[src/rtl/irq_pending4_if.sv]
// Request/acknowledge bundle between the control side and the irq_pending4 capture stage.
// The control side drives requests, mask, ack and clears; the capture stage returns pend/irq/ovf.
interface irq_pending4_if #(
  parameter int WIDTH = 4
);
  localparam int IDW = (WIDTH > 1) ? $clog2(WIDTH) : 1;

  logic [WIDTH-1:0] req;
  logic [WIDTH-1:0] mask;
  logic             ack;
  logic [IDW-1:0]   ack_id;
  logic             clr_ovf;
  logic [WIDTH-1:0] pend;
  logic             irq;
  logic [WIDTH-1:0] ovf;

  modport master (
    output req, mask, ack, ack_id, clr_ovf,
    input  pend, irq, ovf
  );

  modport slave (
    input  req, mask, ack, ack_id, clr_ovf,
    output pend, irq, ovf
  );
endinterface

[src/rtl/irq_pending4.sv]
// Four-channel request capture: synchronize, detect rising edges, hold sticky pending bits
// cleared by indexed ack, with per-channel overflow flags. Feeds the downstream priority encoder.
module irq_pending4_lane #(
  parameter int SYNC_STAGES = 2
) (
  input  logic clk,
  input  logic rst_n,
  input  logic req,
  input  logic ack_hit,
  input  logic clr_ovf,
  output logic pending,
  output logic ovf
);
  logic [SYNC_STAGES-1:0] sync_q, sync_d;
  logic                   hist_q, hist_d;
  logic                   pending_q, pending_d;
  logic                   ovf_q, ovf_d;
  logic                   edge_det;

  always_comb begin
    sync_d    = {sync_q[SYNC_STAGES-2:0], req};
    hist_d    = sync_q[SYNC_STAGES-1];
    edge_det  = sync_q[SYNC_STAGES-1] & ~hist_q;
    // A new edge beats a same-cycle ack: the acked event is consumed, the new one kept.
    pending_d = pending_q;
    if (edge_det)     pending_d = 1'b1;
    else if (ack_hit) pending_d = 1'b0;
    // New overflow wins over the clear issued in the same cycle.
    ovf_d = (clr_ovf ? 1'b0 : ovf_q) | (edge_det & pending_q & ~ack_hit);
  end

  always_ff @(posedge clk or negedge rst_n) begin
    if (!rst_n) begin
      sync_q    <= '0;
      hist_q    <= 1'b0;
      pending_q <= 1'b0;
      ovf_q     <= 1'b0;
    end else begin
      sync_q    <= sync_d;
      hist_q    <= hist_d;
      pending_q <= pending_d;
      ovf_q     <= ovf_d;
    end
  end

  assign pending = pending_q;
  assign ovf     = ovf_q;
endmodule

module irq_pending4 #(
  parameter int WIDTH       = 4,
  parameter int SYNC_STAGES = 2
) (
  input  logic          clk,
  input  logic          rst_n,
  irq_pending4_if.slave bus
);
  localparam int IDW = (WIDTH > 1) ? $clog2(WIDTH) : 1;

  logic [WIDTH-1:0] ack_hit;
  logic [WIDTH-1:0] pending;
  logic [WIDTH-1:0] ovf;

  always_comb begin
    ack_hit = '0;
    for (int n = 0; n < WIDTH; n++)
      ack_hit[n] = bus.ack && (bus.ack_id == IDW'(n));
  end

  for (genvar n = 0; n < WIDTH; n++) begin : g_lane
    irq_pending4_lane #(.SYNC_STAGES(SYNC_STAGES)) u_lane (
      .clk     (clk),
      .rst_n   (rst_n),
      .req     (bus.req[n]),
      .ack_hit (ack_hit[n]),
      .clr_ovf (bus.clr_ovf),
      .pending (pending[n]),
      .ovf     (ovf[n])
    );
  end

  // Mask only hides channels from the encoder; latching continues underneath.
  assign bus.pend = pending & ~bus.mask;
  assign bus.irq  = |(pending & ~bus.mask);
  assign bus.ovf  = ovf;
endmodule

[src/flat_wrapper.sv]
// flat-port wrapper written by rule: the top's interface ports become plain ports
module irq_pending4_flat 
#(
  parameter int WIDTH       = 4,
  parameter int SYNC_STAGES = 2
)
  (clk, rst_n, bus_req, bus_mask, bus_ack, bus_ack_id, bus_clr_ovf, bus_pend, bus_irq, bus_ovf);
  irq_pending4_if #(.WIDTH(WIDTH)) bus_i ();
  input  logic clk;
  input  logic rst_n;
  input wire logic [$bits(bus_i.req)-1:0] bus_req;
  input wire logic [$bits(bus_i.mask)-1:0] bus_mask;
  input wire logic [$bits(bus_i.ack)-1:0] bus_ack;
  input wire logic [$bits(bus_i.ack_id)-1:0] bus_ack_id;
  input wire logic [$bits(bus_i.clr_ovf)-1:0] bus_clr_ovf;
  output wire logic [$bits(bus_i.pend)-1:0] bus_pend;
  output wire logic [$bits(bus_i.irq)-1:0] bus_irq;
  output wire logic [$bits(bus_i.ovf)-1:0] bus_ovf;
  assign bus_i.req = bus_req;
  assign bus_i.mask = bus_mask;
  assign bus_i.ack = bus_ack;
  assign bus_i.ack_id = bus_ack_id;
  assign bus_i.clr_ovf = bus_clr_ovf;
  assign bus_pend = bus_i.pend;
  assign bus_irq = bus_i.irq;
  assign bus_ovf = bus_i.ovf;
  irq_pending4 #(.WIDTH(WIDTH), .SYNC_STAGES(SYNC_STAGES)) u_core (.clk(clk), .rst_n(rst_n), .bus(bus_i));
endmodule
[config.mk]
export PLATFORM = sky130hd
export DESIGN_NAME = irq_pending4_flat
export DESIGN_NICKNAME = d
export VERILOG_FILES = /design/src/rtl/irq_pending4_if.sv /design/src/rtl/irq_pending4.sv /design/src/flat_wrapper.sv
export SDC_FILE = /design/constraint.sdc
export NUM_CORES = 1
export LEC_CHECK = 0
export CAP_MARGIN = 40
export CELL_PAD_IN_SITES_DETAIL_PLACEMENT = 0
export CELL_PAD_IN_SITES_GLOBAL_PLACEMENT = 2
export CORE_UTILIZATION = 30
export DETAILED_ROUTE_END_ITERATION = 8
export PLACE_DENSITY_LB_ADDON = 0.2
export SETUP_SLACK_MARGIN = 0.1
export SYNTH_ARGS = -nofsm -noshare
export SYNTH_HDL_FRONTEND = slang
export SYNTH_SLANG_ARGS = --single-unit
[constraint.sdc]
create_clock -name clk -period 3.1 [get_ports clk]
set_clock_uncertainty 0.1 [all_clocks]
set_input_delay 0.62 -clock clk [delete_from_list [all_inputs] [get_ports clk]]
set_output_delay 0.62 -clock clk [all_outputs]
set_load 0.01 [all_outputs]
Yosys cells after proc, flatten, opt, wreduce, memory -nomap -nowiden
Index checks and enable logic that the tools add are counted.
Cells by class
  equality and inequality tests: 3
  multiplexer cells: 12
  bitwise gates (word level): 26
  reduce and logical (&&, ||, !) cells: 10
Operator list (number)
  1-bit AND: 12
  1-bit 2-to-1 mux: 12
  1-bit NOT: 8
  2-bit nonzero test: 4
  4-bit AND: 1
  2-bit == test, second input constant: 2
  1-bit logical AND: 4
  4-bit NOT: 1
  1-bit bitwise OR: 4
  4-bit OR reduction: 1
  2-bit by 1-bit == test with 1-bit output, second input constant: 1
  2-bit logical NOT: 1
Word-level totals
  bits in registers: 20
  input bits: 14
  output and inout bits: 9
  word-level logic and storage cells: 67

Logic depth before layout (Yosys ltp)
  word-level depth: 5
  depth in mapped cells: 2
  mapped depth without buffers: 2

Hierarchy
A second synthesis with hierarchy kept.
Second synthesis, totals
  cells, all modules: 50
  area total of the unflattened synthesis: 693.2 um2
Modules (own cells, without submodules)
  irq_pending4_lane: instances 4, cells each 10, area each 157.7 um2, seq. area each 125.1 um2
  irq_pending4: instances 1, cells each 10, area each 62.6 um2, seq. area each 0.0 um2

Worst setup path before layout
OpenSTA, ideal clock, no wires.
  kind: input-to-output
  from: in bus_mask[0]
  to: out bus_irq
  data arrival time: 1.187 ns
  required time: 2.380 ns
  path slack: 1.193 ns
  stages on the path: 2
  buffers on the path: 0
  cells stage by stage: nor2b_4 -> or4_4
Between the ends
  longest elaborated chain between the ends: 3
Ends and longest elaborated chain
  start, declared: RTL line flat_wrapper.sv:12  | input wire logic [$bits(bus_i.mask)-1:0] bus_mask;
  4-bit NOT: RTL line irq_pending4.sv:84  | assign bus.irq = |(pending & ~bus.mask);
  4-bit AND: RTL line irq_pending4.sv:84
  4-bit OR reduction: RTL line irq_pending4.sv:84
  end, declared: RTL line flat_wrapper.sv:17  | output wire logic [$bits(bus_i.irq)-1:0] bus_irq;
No other way between the ends.

Worst setup path in the final report
Same ends and word-level chain as after synthesis.

==> summary by stage <==
Timing
On the final layout, the worst hold slack is 0.2572 ns. At the pin with the least slew margin, the transition time is 0.3015 ns. The fmax is 346.2 MHz. Setup repair after global routing left no endpoint under its margin. The worst slew margin relative to its limit is 0.7964. The time the final worst path needs with I/O delays and setup is slightly below 3 ns. The count of pins over their slew limit is 0. After routing, the total negative slack on setup checks comes to 0 ns. The share of the clock period used by the worst path is 0.9319.

The hold violation total from the final report is 0. Setup violations remaining at the end of the flow were counted as 0.

Global routing
Across every metal layer, demand over resource in global routing totals 0.1024. The remaining global-route overflow is 0. Entering global routing, the biggest net connects 20 pins. The via count of the first global-routing pass is 403. The wire length of the first global-routing pass is 1821 um. The initial antenna violation count is 0.

Die
The die covers 2628 um^2. The row count is 17. The die is 51.27 um wide.

Pin placement for this block handled 23 I/O pins. The overall die height is 51.27 um. The core outline area is 2255 um^2. The initial core utilization is 0.3230.

Job
Max-cap violations in this run came to 0.

Power
The maximum vdd ir drop is ~0.22 mV. The cell area power density is 495.7 nW/um^2. Power comes to 0.4912 mW. The standby leakage power is 0.4571 nW.

Setup path
STA classifies the critical path startpoint as a primary input. The cell with the biggest individual delay on the critical path is or4_4. The cell seen most often among critical-path stages is clkdlybuf4s50_1. At the worst endpoint, the arrival time is 2.17 ns. The worst setup path is captured at an output pin. The source of the worst register-to-register timing path is u_core.g_lane[0].u_lane.sync_q[1]. The register-to-register path setup slack is 2.11 ns.

The number of cells on the worst reg-to-reg path is 2. The required time of the worst setup path is about 2.4 ns. The worst setup path is of the in2out kind. The largest single stage delay on the critical path is 0.51 ns. Following the worst setup path forward leads to its endpoint at bus_irq. Traced cell by cell, the critical path runs through clkdlybuf4s50_1 -> nor2b_4 -> or4_4 -> clkdlybuf4s50_1.

The top fanout value on the critical path is 2. In this run the worst setup path begins at bus_mask[0]. The reg-to-reg critical path endpoint is u_core.g_lane[0].u_lane.ovf.

Yosys
The cell count after synthesis is 53. The leading cell type by number of instances after synthesis is dfrtp_1. The area fraction in compound gates after synthesis is 0.08247. The number of synthesized flops with an enable pin is 0.

For this run, the leading register cell type out of synthesis is dfrtp_1. The Yosys step of the flow raised 0 warnings. Counting distinct cell types in the post-synthesis netlist gives 12. The mapped cell area is 728.2 um^2. Of the total synthesized cell area, the portion taken by XOR and XNOR cells is 0. The share of the Yosys chip area taken by registers is 0.6873. The share of synthesized registers carrying an async set or reset is 1.000.

By area, the combinational part of the netlist is dominated by simple AND/OR/NAND/NOR gates. Measured against the total synthesized area, the mux share comes to 0. Counting every net in the synthesized netlist gives 67. By count the netlist is led by dfrtp_1, inv_1. Yosys attributes the largest share of cell area to dfrtp_1, o41ai_1, buf_4, inv_1, nor2b_4. Of the total synthesized cell area, the portion taken by full adders, half adders and majority gates is 0. Counting flops and latches in the post-synthesis netlist gives 20.

Of the total synthesized cell area, the portion taken by AND, OR, NAND and NOR gates is 0.1478. A synthesized cell averages between 10 and 15 um^2. The largest total area in the synthesized netlist belongs to dfrtp_1.

The area share of the largest cell type after synthesis is 0.6873.

Place
The number of port buffers is 22. The HPWL after detailed placement is 873.8 um. The final RePlAce weighted congestion is 0.7043. The placed instances occupy a cell area of 968.4 um^2.

Clock tree
The TritonCTS clock tree is yes. Gates resized during post-CTS repair numbered 0. The insertion delay to the later sink of the worst-skew pair is roughly 0.29 ns. The post-CTS repair timing setup buffer count is 0. Counting every sink on the clock net gives 20. In this run the clock root is driven by a clkbuf_4. Hold repair after CTS inserted 0 buffers. The maximum root-to-sink buffer count is 2. The clock-pin slew on the worst setup and hold paths is 0.11 ns.

The CTS buffer count is 3. The number of H-tree levels is 1.

Finish
The layout-stage area growth over the synthesis result is 36.08%. In the final layout, the share of cells above drive strength 1 is 0.09333. The final net count is roughly 90. The final antenna diode count is 0. The post-route core utilization is 0.4395. The finished cells cover 991.0 um^2.

Min path
Counting instances, the worst hold path has a depth of 0. The worst hold path class is reg2reg.

Detailed routing
The count of nets left with antenna violations once routing finished came out at 0. The violation count after the first detailed-route iteration is 6. The post-detailed-route via-to-cell ratio is 4.573. The DRC violation count after routing is 0. The mean routed wirelength per cell is ~12 um.

The final route contains 471 vias. For this block, the routed nets add up to roughly 1200 um of wire. The total iterations of the first detailed-routing run is 3.

Run status
The flow ran to the end, and the final reports show no timing, DRC or antenna violations.
==> how the worst min path moves through the flow <==
stage | from | endpoint | slack, ns
global route | u_core.g_lane[1].u_lane.sync_q[0] | u_core.g_lane[1].u_lane.sync_q[1] | 0.27
floorplan | rst_n | u_core.g_lane[0].u_lane.hist_q | 0.22
detailed placement | u_core.g_lane[0].u_lane.sync_q[0] | u_core.g_lane[0].u_lane.sync_q[1] | 0.24
finish | u_core.g_lane[0].u_lane.sync_q[0] | u_core.g_lane[0].u_lane.sync_q[1] | 0.26
global placement | u_core.g_lane[1].u_lane.sync_q[0] | u_core.g_lane[1].u_lane.sync_q[1] | 0.23
CTS | u_core.g_lane[0].u_lane.sync_q[0] | u_core.g_lane[0].u_lane.sync_q[1] | 0.26
==> state kept, by name (all words and copies together) (netlist names) <==
signal and flops:
u_core.g_lane.u_lane.ovf 4, u_core.g_lane.u_lane.pending 4, u_core.g_lane.u_lane.hist_q 4, u_core.g_lane.u_lane.sync_q 8
==> cell families (layout without fill, tap and decap cells) <==
logic type,count (synthesis),count (layout)
AO/OA/AOI/OAI,8,8
flip-flops,20,20
buffers and inverters,12,34
AND/OR/NAND/NOR,13,13
==> worst max-delay path, delay by kind of cell <==
kind | cells | cell delay (ns)
buf+inv | 2 | 0.99
simple gates | 2 | 0.56
==> report_power, final <==
part           internal, mW  total (mW)  switching [mW]
combinational        0.0517      0.0830          0.0313
clock                0.0452       0.119          0.0740
sequential            0.280       0.289         0.00884
total                 0.377       0.491           0.114
==> metrics by stage <==
| step | setup WS [ns] | cells |
|---|---|---|
| floorplan | 1.193 | 53 |
| global placement | 0.2160 | 99 |
| detailed placement | 0.2062 | 100 |
| CTS | 0.2037 | 103 |
| global route | 0.1910 | 103 |
| finish | 0.2111 | 103 |
==> layout by cell type (no fill, tap or decap) <==
master and n:
clkbuf_4 3, inv_1 8, nor2b_4 2, buf_8 1, o22ai_1 4, o41ai_1 4, and3b_1 2, nor3b_1 1
and3_1 1, nand2b_1 4, or4_4 1, dfrtp_1 20, nor2b_1 2, clkdlybuf4s50_1 22
==> metal layers <==
metal  wire length [um]  vias up  GRT usage
li1                   -      221          -
met1                554      225     0.1293
met2                482       21     0.1382
met3                124        4    0.03869
met4                 25        0    0.08108
met5                  0        -          0
==> cell type report <==
cell class | instances | area, um^2
well taps | 28 | 35.03
repair buffers | 23 | 235.2
clock buffers | 3 | 22.52
multi-input cells | 21 | 167.7
inverters | 8 | 30.03
fillers | 235 | 1264
flip-flops and latches | 20 | 500.5
Power figures use the tool's default switching activity.
